## src/rtl/cpu_pkg.sv

```systemverilog
// Shared processor-wide constants for the datapath.
package cpu_pkg;

  // Instruction address width used across fetch and next-PC logic.
  localparam int unsigned ADDR_WIDTH = 32;

  // Address the PC returns to on a synchronous clear.
  localparam logic [ADDR_WIDTH-1:0] PC_RESET_VECTOR = 32'h0000_0000;

endpackage : cpu_pkg

```

## src/rtl/pc_register.sv

```systemverilog
// Program-counter state register: holds the current fetch address.
// Pure storage; increment and branch selection happen upstream in next-PC logic.
module pc_register
  import cpu_pkg::*;
#(
  parameter int unsigned      WIDTH       = ADDR_WIDTH,
  parameter logic [WIDTH-1:0] RESET_VALUE = WIDTH'(PC_RESET_VECTOR)
) (
  input  logic             clk,
  input  logic             clr,
  input  logic             load,
  input  logic [WIDTH-1:0] pc_in,
  output logic [WIDTH-1:0] pc_out
);

  logic [WIDTH-1:0] pc_q;

  // Clear has priority over load; otherwise the PC holds its value.
  always_ff @(posedge clk) begin
    if (clr) begin
      pc_q <= RESET_VALUE;
    end else if (load) begin
      pc_q <= pc_in;
    end
  end

  // Output comes straight from the register, so there is no input-to-output path.
  assign pc_out = pc_q;

endmodule : pc_register

```

## config.mk

```make
export PLATFORM = sky130hd
export DESIGN_NAME = pc_register
export DESIGN_NICKNAME = d
export VERILOG_FILES = /design/src/rtl/cpu_pkg.sv /design/src/rtl/pc_register.sv
export SDC_FILE = /design/constraint.sdc
export NUM_CORES = 1
export LEC_CHECK = 0
export ABC_AREA = 1
export CAP_MARGIN = 15
export CORE_MARGIN = 2
export CORE_UTILIZATION = 35
export DETAILED_ROUTE_END_ITERATION = 8
export PLACE_DENSITY = 0.74
export SYNTH_ARGS = -nofsm -noshare
export SYNTH_HDL_FRONTEND = slang
export SYNTH_SLANG_ARGS = --single-unit
```

## constraint.sdc

```tcl
create_clock -name clk -period 0.8 [get_ports clk]
set_input_delay 0.16 -clock clk [delete_from_list [all_inputs] [get_ports clk]]
set_output_delay 0.16 -clock clk [all_outputs]
set_load 0.02 [all_outputs]
```

==> metrics.txt <==
first-pass iteration count of the detailed router 3; gpl congestion 0.674; via/cell ratio 4.11; sw power 0.00101 W; Fin Hold WS 0.309 ns; maximum VDD drop 992 uV; RSZ-0062 raised after global routing yes; dpl hpwl 2000 um; Worst Tran Pin Value 0.152 ns; Die W 65.8 um; post-synthesis sequential area ratio 0.479; failing checks negative setup slack; crit-path max FO 2; critical path capture point type output port; PortBufs 66; part of the cycle the worst path needs 1.12; WP data required 0.64 ns; Int Pwr 0.00280 W; FP Rows 22; clk_skew 0 ns; Initial Util 0.366; sw frac 0.266; die area 4340 sq um; CTS tree done; minimum clock period 0.896 ns; gr ovfl total 0; Die H 65.8 um; initial antenna violation count 0; WL final 2880 um; Rel. slew slack 0.898; Sink Count 32; clock tree buffer depth 2; CP delay by family, top flip-flops; IO Count 67; fin area 2210 sq um; post-route ant nets 0; Slew Limit Fails 0; Core Region 3660 sq um; max-cap violation count 0; number of flip-flops in the largest register 32; Worst setup SP type register; commonest non-fill, non-tap cells in the layout 64 x nor2_1, 64 x nand2_1, 34 x buf_6; syn_area_per_cell 6.59 sq um; TritonCTS Buffers 5; largest net degree at the start of global routing 38; maximum level of the CTS H-tree 2; first-pass GRT wire length 4950 um; Final Util 0.604; Crit Path Category register to output port; Comb pwr share 0.227; clock root cell clkbuf_8; total global-route track usage 0.152; Final WS setup -0.0957 ns; fmax 1120 MHz; CTS clk-pin slew, worst paths 0.06 ns; CP max stage delay 0.34 ns; Mapped Area 1340 sq um; Area growth syn-to-layout 65.1%; status finished with violations; Worst EP arrival 0.74 ns; slowest cell on the critical path dfxtp_2; final setup fails 32; vias in the first global route 1,202; Syn Inst Count 203; post-synth net total 238; 1st-iter DRT viols 62; P per Cell Area 1720 nW/um^2; setup TNS -2.79 ns; P_leak 1.17 nW; placed cell area 2040 sq um; flip-flop and latch count after synthesis 32; Total Nets Final 307; Hold Crit Class input pin to register; yosys warns 0; Fin. Hold Viols 0; CP cell instances buf_6; DR vias 1,315; drt wl/cell 8.99 um; Clock Power Share 0.299; ANT cells 0; layout cell share with drive strength beyond 1 0.287; DRC 0; Buf+Inv Stages, Crit Path 1; post-synth cell types 6; Flop pwr share 0.474; Skew-Pair Late Insertion Delay 0.28 ns
## cell families (layout without fill, tap and decap cells)
kind of cell	Yosys count	in the layout	synth area share
buf+inv	43	112	0.163
simple gates	128	128	0.359
flops	32	32	0.479
## power groups by stage
| stage | clock, W | combinational, W | sequential (W) |
|---|---|---|---|
| after floorplan | 0 | 0.000280 | 0.00193 |
| after global placement | 0 | 0.000830 | 0.00179 |
| after detailed placement | 0 | 0.000838 | 0.00179 |
| after CTS | 0.00120 | 0.000866 | 0.00181 |
| after global routing | 0.00127 | 0.000955 | 0.00182 |
| final | 0.00114 | 0.000864 | 0.00181 |
## synthesized netlist by cell type
master / count / share of area
nand2_1: 64 / 0.18
nor2_1: 64 / 0.18
inv_1: 33 / 0.093
dfxtp_1: 32 / 0.48
buf_6: 7 / 0.059
buf_2: 3 / 0.011
## worst reg2reg max path, cell delays in order (launching register included)
cell and delay (ns):
dfxtp_2 0.32, buf_4 0.12, nor2_1 0.07, nor2_1 0.05
## per-layer routing
metal  track usage  part of all wire  vias up
li1              -                 -      707
met1         0.156              0.42      561
met2         0.255              0.47       42
met3        0.0801             0.091        5
met4        0.0703             0.016        0
met5             0                 0        -
## timing repair
| item | CTS | global route |
|---|---|---|
| resized for setup | 226 | 2 |
| hold buffers | 0 | 0 |
| pin swaps | 0 | 1 |
| endpoints found under the setup margin | 36 | 50 |
| buffers inserted | 0 | 1 |
## cell type report
type | instances | area (sq um)
fillers | 350 | 1450
repair buffers | 72 | 788
flip-flops and latches | 32 | 681
multi-input cells | 128 | 480
inverters | 33 | 124
clock buffers | 6 | 72.6
well taps | 48 | 60.1
clock inverters | 1 | 5.00
## final timing paths
path	slack [ns]	startpoint	cells past startpoint	to
hold / removal	0.31	clr	5	pc_out[12]$_SDFFE_PP0P_
setup / recovery	-0.1	pc_out[28]$_SDFFE_PP0P_	1	pc_out[28]
setup reg to reg	0.14	pc_out[22]$_SDFFE_PP0P_	3	pc_out[22]$_SDFFE_PP0P_
hold reg to reg	0.48	pc_out[4]$_SDFFE_PP0P_	2	pc_out[4]$_SDFFE_PP0P_
## metrics by stage
stage / power (W) / std cells / setup slack [ns]
floorplan: 0.00221 / 203 / 0.146
global placement: 0.00262 / 312 / -0.288
detailed placement: 0.00263 / 312 / -0.315
CTS: 0.00387 / 319 / -0.110
global route: 0.00404 / 320 / -0.135
finish: 0.00381 / 320 / -0.0957
Note: power is estimated with default switching activity, not from simulation.
